**src/rtl/mem_arbiter.sv**
```systemverilog
// Two-master arbiter in front of a single-port RAM with async read.
// Define MEM_ARB_RR_EN for round-robin ties and MAX_HOLD preemption; default is fixed m0 priority.
module mem_arbiter #(
  parameter int unsigned ADDR_W   = 32,
  parameter int unsigned DATA_W   = 32,
  parameter int unsigned MAX_HOLD = 8
) (
  input  logic              clk_100M,
  input  logic              rst,
  input  logic              clk_en,
  input  logic              m0_req,
  input  logic              m0_we,
  input  logic [ADDR_W-1:0] m0_addr,
  input  logic [DATA_W-1:0] m0_wdata,
  input  logic              m1_req,
  input  logic              m1_we,
  input  logic [ADDR_W-1:0] m1_addr,
  input  logic [DATA_W-1:0] m1_wdata,
  output logic              m0_gnt,
  output logic              m1_gnt,
  output logic [DATA_W-1:0] m0_rdata,
  output logic [DATA_W-1:0] m1_rdata,
  output logic              mem_wr_en,
  output logic [ADDR_W-1:0] mem_addr,
  output logic [DATA_W-1:0] mem_w_data,
  input  logic [DATA_W-1:0] mem_r_data,
  output logic [1:0]        owner
);

  localparam int unsigned HOLD_W = 8;
  localparam logic [HOLD_W-1:0] HOLD_MAX = HOLD_W'(MAX_HOLD);
`ifdef MEM_ARB_RR_EN
  localparam logic [HOLD_W-1:0] HOLD_LAST = HOLD_W'(MAX_HOLD - 1);
`endif

  // Encoding doubles as the owner code.
  typedef enum logic [1:0] {
    IDLE = 2'b00,
    OWN0 = 2'b01,
    OWN1 = 2'b10
  } state_t;

  state_t            state, state_nxt;
  logic [HOLD_W-1:0] hold_cnt, hold_nxt;
  logic              last_served, last_nxt;  // 1 = m1 served most recently
  state_t            tie_winner;

  always_ff @(posedge clk_100M) begin
    if (rst) begin
      state       <= IDLE;
      hold_cnt    <= '0;
      last_served <= 1'b1;
    end else if (clk_en) begin
      state       <= state_nxt;
      hold_cnt    <= hold_nxt;
      last_served <= last_nxt;
    end
  end

  always_comb begin
    state_nxt = state;
    hold_nxt  = hold_cnt;
    last_nxt  = last_served;
`ifdef MEM_ARB_RR_EN
    tie_winner = last_served ? OWN0 : OWN1;
`else
    tie_winner = OWN0;
`endif

    case (state)
      IDLE: begin
        if (m0_req && m1_req) state_nxt = tie_winner;
        else if (m0_req)      state_nxt = OWN0;
        else if (m1_req)      state_nxt = OWN1;
      end
      OWN0: begin
        if (!m0_req) state_nxt = m1_req ? OWN1 : IDLE;
`ifdef MEM_ARB_RR_EN
        else if (m1_req && hold_cnt == HOLD_LAST) state_nxt = OWN1;
`endif
      end
      OWN1: begin
        if (!m1_req) state_nxt = m0_req ? OWN0 : IDLE;
`ifdef MEM_ARB_RR_EN
        else if (m0_req && hold_cnt == HOLD_LAST) state_nxt = OWN0;
`endif
      end
      default: state_nxt = IDLE;
    endcase

    // Tenure counter restarts on every transition and saturates while owned.
    if (state_nxt != state) begin
      hold_nxt = '0;
      if (state_nxt == OWN0) last_nxt = 1'b0;
      if (state_nxt == OWN1) last_nxt = 1'b1;
    end else if (state != IDLE && hold_cnt != HOLD_MAX) begin
      hold_nxt = hold_cnt + HOLD_W'(1);
    end
  end

  always_comb begin
    owner      = state;
    m0_gnt     = (state == OWN0);
    m1_gnt     = (state == OWN1);
    mem_wr_en  = 1'b0;
    mem_addr   = '0;
    mem_w_data = '0;
    m0_rdata   = '0;
    m1_rdata   = '0;
    case (state)
      OWN0: begin
        mem_wr_en  = m0_we & m0_req & ~rst;
        mem_addr   = m0_addr;
        mem_w_data = m0_wdata;
        m0_rdata   = mem_r_data;
      end
      OWN1: begin
        mem_wr_en  = m1_we & m1_req & ~rst;
        mem_addr   = m1_addr;
        mem_w_data = m1_wdata;
        m1_rdata   = mem_r_data;
      end
      default: ;
    endcase
  end

endmodule

```
**config.mk**
```make
export PLATFORM = sky130hd
export DESIGN_NAME = mem_arbiter
export DESIGN_NICKNAME = d
export VERILOG_FILES = /design/src/rtl/mem_arbiter.sv
export SDC_FILE = /design/constraint.sdc
export NUM_CORES = 1
export LEC_CHECK = 0
export ABC_AREA = 1
export CORE_AREA = 8 8 111 113
export DETAILED_ROUTE_END_ITERATION = 10
export DIE_AREA = 0 0 119 121
export MAX_ROUTING_LAYER = met4
export PLACE_DENSITY = 0.66
export SLEW_MARGIN = 20
export SYNTH_ARGS = -nofsm -noshare
export SYNTH_HDL_FRONTEND = slang
export SYNTH_SLANG_ARGS = --single-unit
```
**constraint.sdc**
```tcl
create_clock -name clk_100M -period 2.7 [get_ports clk_100M]
set_clock_uncertainty 0.05 [all_clocks]
set_input_delay 0.405 -clock clk_100M [delete_from_list [all_inputs] [get_ports clk_100M]]
set_output_delay 0.405 -clock clk_100M [all_outputs]
set_load 0.02 [all_outputs]
```
==> flow_metrics.env, run 1 <==
export IMPL_outcome="completed"
export IMPL_holdCritPathClass="flip-flop to flip-flop"
export IMPL_yosysTopAreaCell="nand2_1"
export IMPL_die_y_um=121
export IMPL_worstSetupStartpoint="owner[0]"
export IMPL_routedWlPerCell_um=14.8
export IMPL_max_stage_delay_ns=0.63
export IMPL_max_freq_mhz=399
export IMPL_fin_tns_setup_ns=0
export IMPL_route_detailed_drc=0
export IMPL_min_from="owner[1]"
export IMPL_antenna_found_initial=0
export IMPL_grt_pass1_wl_mm=18.1
export IMPL_place_inst=811
export IMPL_htreeDepth=1
export IMPL_drtIter0Drc=142
export IMPL_combPwrFrac_pct=88.4
export IMPL_antenna_left=0
export IMPL_ys_warn_count=0
export IMPL_routabilityCongestion=0.887
export IMPL_yosys_area_share_adder_pct=3.58
export IMPL_post_route_min_period_ns=2.51
export IMPL_path_class="flip-flop to primary output"
export IMPL_syn_area_mm2=0.00175
export IMPL_seqPwrFrac_pct=2.7
export IMPL_switchingPower_uw=621
export IMPL_cts_sinks=2
export IMPL_vias_per_cell=4.18
export IMPL_ys_ff_latch=2
export IMPL_start_kind="flip-flop"
export IMPL_ys_types=17
export IMPL_swShare_pct=47.0
export IMPL_grt_start_max_net_pins=59
export IMPL_avgSynthCellArea_um2=4.47
export IMPL_crit_path_max_fanout=58
export IMPL_p_int_uw=699
export IMPL_num_rows=38
export IMPL_dpl_hpwl_mm=10.4
export IMPL_cts_buffers=3
export IMPL_relSlewSlack_pct=76.4
export IMPL_cts_tree="yes"
export IMPL_path_clk_slew_ns=0.03
export IMPL_final_common_cell="clkdlybuf4s50_1"
export IMPL_grt_setup_unrepaired="false"
export IMPL_endpoint_kind="primary output"
export IMPL_grt_overflow=0
export IMPL_cts_hold_buf=0
export IMPL_largest_reg_flops=2
export IMPL_cp_required_ns=2.25
export IMPL_drt_wl_total_mm=12.0
export IMPL_instances_no_fill=814
export IMPL_synth_seq_area_share_pct=2.29
export IMPL_layout_drive_gt1_share_pct=4.45
export IMPL_p_leak_nw=2.19
export IMPL_synth_top_family_by_area="simple AND/OR/NAND/NOR gates"
export IMPL_syn2layout_area_growth_pct=182
export IMPL_r2r_start="owner[0]"
export IMPL_cts_buffer_depth=2
export IMPL_synthXorXnorAreaFrac_pct=0
export IMPL_start_util_pct=16.5
export IMPL_layout_common_cells="clkdlybuf4s50_1 (299), nand2_1 (197), inv_1 (73)"
export IMPL_max_slew_worst_pin_slew_ns=0.354
export IMPL_clk_latency_ns=0.21
export IMPL_dieWidth_um=119
export IMPL_yosysTopAreaCellShare_pct=42.3
export IMPL_core_area_mm2=0.0106
export IMPL_setup_violations=0
export IMPL_synth_cells=391
export IMPL_syn_nets=563
export IMPL_num_io_pins=300
export IMPL_synthMuxAreaShare_pct=0
export IMPL_period_share_pct=92.8
export IMPL_track_usage_pct=15.9
export IMPL_synth_compound_area_share_pct=20.5
export IMPL_post_cts_buffers=0
export IMPL_cp_data_arrival_time_ns=2.05
export IMPL_nets=848
export IMPL_cp_slowest_cell="clkdlybuf4s50_1"
export IMPL_num_vias=3400
export IMPL_drv_cap=0
export IMPL_synth_simple_gate_area_share_pct=48.0
export IMPL_io_buffers=299
export IMPL_synthTopCellsByArea="nand2_1 (42%), a21oi_1 (17%), inv_1 (16%)"
export IMPL_die_area_mm2=0.0144
export IMPL_p_clk_share_pct=9.0
export IMPL_hold_viol_final=0
export IMPL_cts_root_buf="clkbuf_8"
export IMPL_diodes=0
export IMPL_ctsResizeCount=0
export IMPL_crit_chain="buf_4 > ha_4 > buf_12 > nand2_1 > a21oi_1 > clkdlybuf4s50_1"
export IMPL_vdd_ir_drop_max_v=0.000185
export IMPL_drtPass1Iterations=6
export IMPL_powerDensity_mw_per_mm2=268
export IMPL_grt_pass1_vias=3437
export IMPL_drv_slew=0
-- final cells by class --
| cell class | count | area [um^2] |
|---|---|---|
| inverter | 74 | 278 |
| fill | 1062 | 5680 |
| multi-input combinational | 287 | 1270 |
| clock buffer | 3 | 41.3 |
| timing repair buffer | 308 | 3110 |
| tap | 140 | 175 |
| sequential | 2 | 40.0 |
-- critical path: cells and delay by family, from the launching register on --
kind / cells / cell delay [ns]
fa+ha+maj: 1 / 0.17
compound gates: 1 / 0.17
simple gates: 1 / 0.12
buf+inv: 3 / 1.02
flops: 1 / 0.32
-- cells by family (layout without fill, tap and decap cells) --
group / after synthesis / after routing
AO/OA/AOI/OAI: 66 / 66
flip-flops: 2 / 2
adder cells (fa/ha/maj): 5 / 5
buffers and inverters: 102 / 385
AND/OR/NAND/NOR: 216 / 216
-- routing by layer --
metal,global-route usage (%),part of all wire (%)
met5,-,0
met4,4.03,1.2
met3,5.12,9.3
met2,28.8,52
met1,16.2,38
-- synth_stat cells (all sizes together) --
cell type and instances:
nand2 205, inv 74, a21oi 65, buf 22, nor2 7, clkbuf 6, ha 5, nand3 3
dfxtp 2, a211oi 1, nand3b 1
-- worst paths after layout --
check / to / cells after the start / slack [ns]
setup / recovery: mem_w_data[18] / 6 / 0.19
hold / removal: owner[1] / 3 / 0.58
setup reg to reg: owner[0] / 8 / 1.22
hold reg to reg: owner[1] / 3 / 0.58
-- per-stage QoR --
step	setup slack [ns]	power, mW	cell area [um^2]	utilization, %	hold WS, ns
global route	0.0857	1.41	4920	46.4	0.625
CTS	0.105	1.33	4920	46.4	0.584
detailed placement	0.337	1.20	4880	46.0	0.578
floorplan	0.543	0.573	1750	-	0.523
finish	0.194	1.32	4920	46.4	0.581
global placement	0.334	1.19	4880	46.0	0.573
-- power by group through the flow --
stage	logic (mW)	clock network [mW]	registers, mW
global route	1.25	0.125	0.0357
finish	1.17	0.118	0.0352
global placement	1.16	0	0.0354
floorplan	0.530	0	0.0428
CTS	1.17	0.121	0.0352
detailed placement	1.17	0	0.0356
Note: power is estimated with default switching activity, not from simulation.
==> run 2: changes to the inputs <==
--- a/config.mk
+++ b/config.mk
@@ -11,7 +11,7 @@
 export DIE_AREA = 0 0 119 121
 export MAX_ROUTING_LAYER = met4
 export PLACE_DENSITY = 0.66
-export SLEW_MARGIN = 20
+export SLEW_MARGIN = 30
 export SYNTH_ARGS = -nofsm -noshare
 export SYNTH_HDL_FRONTEND = slang
 export SYNTH_SLANG_ARGS = --single-unit
==> results of run 2 <==
Same layout as run 1: the final DEF is identical, and so are final timing and power.
==> run 3: changes to the inputs <==
--- a/config.mk
+++ b/config.mk
@@ -6,11 +6,10 @@
 export NUM_CORES = 1
 export LEC_CHECK = 0
 export ABC_AREA = 1
-export CORE_AREA = 8 8 111 113
+export CORE_AREA = 2 2 115 117
 export DETAILED_ROUTE_END_ITERATION = 10
-export DIE_AREA = 0 0 119 121
+export DIE_AREA = 0 0 117 119
 export MAX_ROUTING_LAYER = met4
-export PLACE_DENSITY = 0.66
 export SLEW_MARGIN = 30
 export SYNTH_ARGS = -nofsm -noshare
 export SYNTH_HDL_FRONTEND = slang
==> flow_metrics.env, run 3 (same netlist as run 1, synthesis figures left out) <==
export IMPL_outcome="completed"
export IMPL_post_route_min_period_ns=2.59
export IMPL_start_util_pct=13.6
export IMPL_cts_tree="yes"
export IMPL_diodes=0
export IMPL_dieWidth_um=117
export IMPL_cts_sinks=2
export IMPL_max_slew_worst_pin_slew_ns=0.292
export IMPL_grt_pass1_vias=3315
export IMPL_setup_violations=0
export IMPL_critPathTopFamily="buffers and inverters"
export IMPL_num_rows=42
export IMPL_cp_slowest_cell="clkdlybuf4s50_1"
export IMPL_route_detailed_drc=0
export IMPL_grt_setup_unrepaired="false"
export IMPL_relSlewSlack_pct=80.4
export IMPL_switchingPower_uw=633
export IMPL_post_cts_buffers=0
export IMPL_core_area_mm2=0.0129
export IMPL_multiInputGateArea_mm2=0.00128
export IMPL_vdd_ir_drop_max_v=0.000127
export IMPL_grt_start_max_net_pins=55
export IMPL_instances_no_fill=850
export IMPL_drv_cap=0
export IMPL_io_buffers=299
export IMPL_p_leak_nw=2.22
export IMPL_powerDensity_mw_per_mm2=287
export IMPL_die_y_um=119
export IMPL_layout_common_cells="clkdlybuf4s50_1 (298), nand2_1 (197), inv_1 (73)"
export IMPL_seqPwrFrac_pct=2.7
export IMPL_antenna_left=0
export IMPL_holdCritPathClass="flip-flop to flip-flop"
export IMPL_drt_wl_total_mm=10.7
export IMPL_grt_pass1_wl_mm=16.0
export IMPL_path_clk_slew_ns=0.03
export IMPL_max_stage_delay_ns=0.65
export IMPL_num_io_pins=300
export IMPL_cts_buffer_depth=2
export IMPL_combPwrFrac_pct=81.2
export IMPL_cp_data_arrival_time_ns=2.13
export IMPL_grt_overflow=0
export IMPL_largest_reg_flops=2
export IMPL_nets=848
export IMPL_final_common_cell="clkdlybuf4s50_1"
export IMPL_swShare_pct=43.9
export IMPL_crit_chain="inv_1 > ha_1 > inv_2 > buf_12 > a21oi_1 > clkdlybuf4s50_1"
export IMPL_drv_slew=0
export IMPL_place_inst=847
export IMPL_cp_required_ns=2.25
export IMPL_vias_per_cell=3.96
export IMPL_fin_tns_setup_ns=0
export IMPL_die_area_mm2=0.0139
export IMPL_r2r_start="owner[0]"
export IMPL_drtPass1Iterations=4
export IMPL_max_freq_mhz=387
export IMPL_syn2layout_area_growth_pct=188
export IMPL_cts_root_buf="clkbuf_16"
export IMPL_track_usage_pct=14.9
export IMPL_start_kind="flip-flop"
export IMPL_crit_path_max_fanout=54
export IMPL_drtIter0Drc=114
export IMPL_antenna_found_initial=0
export IMPL_p_clk_share_pct=16.1
export IMPL_routabilityCongestion=0.848
export IMPL_cts_buffers=3
export IMPL_endpoint_kind="primary output"
export IMPL_routedWlPerCell_um=12.6
export IMPL_clk_latency_ns=0.23
export IMPL_path_class="flip-flop to primary output"
export IMPL_layout_drive_gt1_share_pct=4.75
export IMPL_p_int_uw=811
export IMPL_regArea_um2=41.3
export IMPL_dpl_hpwl_mm=9.22
export IMPL_worstSetupStartpoint="owner[1]"
export IMPL_period_share_pct=95.7
export IMPL_num_vias=3366
export IMPL_min_from="owner[1]"
export IMPL_hold_viol_final=0
export IMPL_path_buf_inv=4
export IMPL_fillers=1371
export IMPL_htreeDepth=1
## run 3: cell types whose count changed in the layout (fill, tap and decap cells not counted)
cell	delta
clkbuf_16	+3
clkbuf_8	-3
buf_12	+2
buf_4	-1
clkdlybuf4s50_1	-1
dfxtp_1	-1
dfxtp_2	+1
ha_2	-1
ha_4	+1
## run 3: layout make-up
class / instances / share of cell area, %
tap: 176 / 4.37
multi-input combinational: 287 / 25.5
timing repair buffer: 308 / 62.3
clock buffer: 3 / 1.49
inverter: 74 / 5.52
sequential: 2 / 0.820
## run 3: what timing repair did
item,in CTS,in global routing
hold buffers,0,0
resized for setup,0,3
setup endpoints to repair,0,53
hold endpoints to repair,0,0
## run 3: metal layers
layer / GRT usage (%) / part of all wire, %
met3: 2.39 / 7.5
met2: 28.0 / 53
met1: 15.9 / 38
met4: 4.04 / 1.7
met5: - / 0
## run 3: final timing paths
check,end,slack (ns),depth (start not counted)
min reg2reg,owner[1],0.49,2
min,owner[1],0.49,2
max,mem_addr[18],0.11,6
max reg2reg,owner[1],1.32,8
## run 3: metrics by stage
| step | area [um^2] | hold WS (ns) | power [mW] | utilization (%) | setup slack (ns) |
|---|---|---|---|---|---|
| 2_1_floorplan | 1750 | 0.523 | 0.573 | - | 0.543 |
| 3_3_place_gp | 4950 | 0.492 | 1.21 | 38.4 | 0.273 |
| 3_5_place_dp | 4950 | 0.519 | 1.22 | 38.4 | 0.252 |
| 4_1_cts | 5020 | 0.530 | 1.46 | 39.0 | 0.0238 |
| 5_1_grt | 5040 | 0.553 | 1.55 | 39.1 | 0.00258 |
| 6_report | 5040 | 0.494 | 1.44 | 39.1 | 0.115 |
## run 3: power groups by stage
stage	sequential [mW]	clock (mW)	combinational (mW)
2_1_floorplan	0.0428	0	0.530
3_3_place_gp	0.0372	0	1.17
3_5_place_dp	0.0381	0	1.18
4_1_cts	0.0379	0.239	1.19
5_1_grt	0.0398	0.238	1.27
6_report	0.0388	0.233	1.17
## run 3: worst register-to-register path: stages (launching register included)
cell	delay [ns]
dfxtp_1	0.33
inv_1	0.10
ha_1	0.29
nand2_1	0.12
nand2_1	0.05
nor2_1	0.13
nand3_1	0.10
nand2_1	0.07
nor2_1	0.03
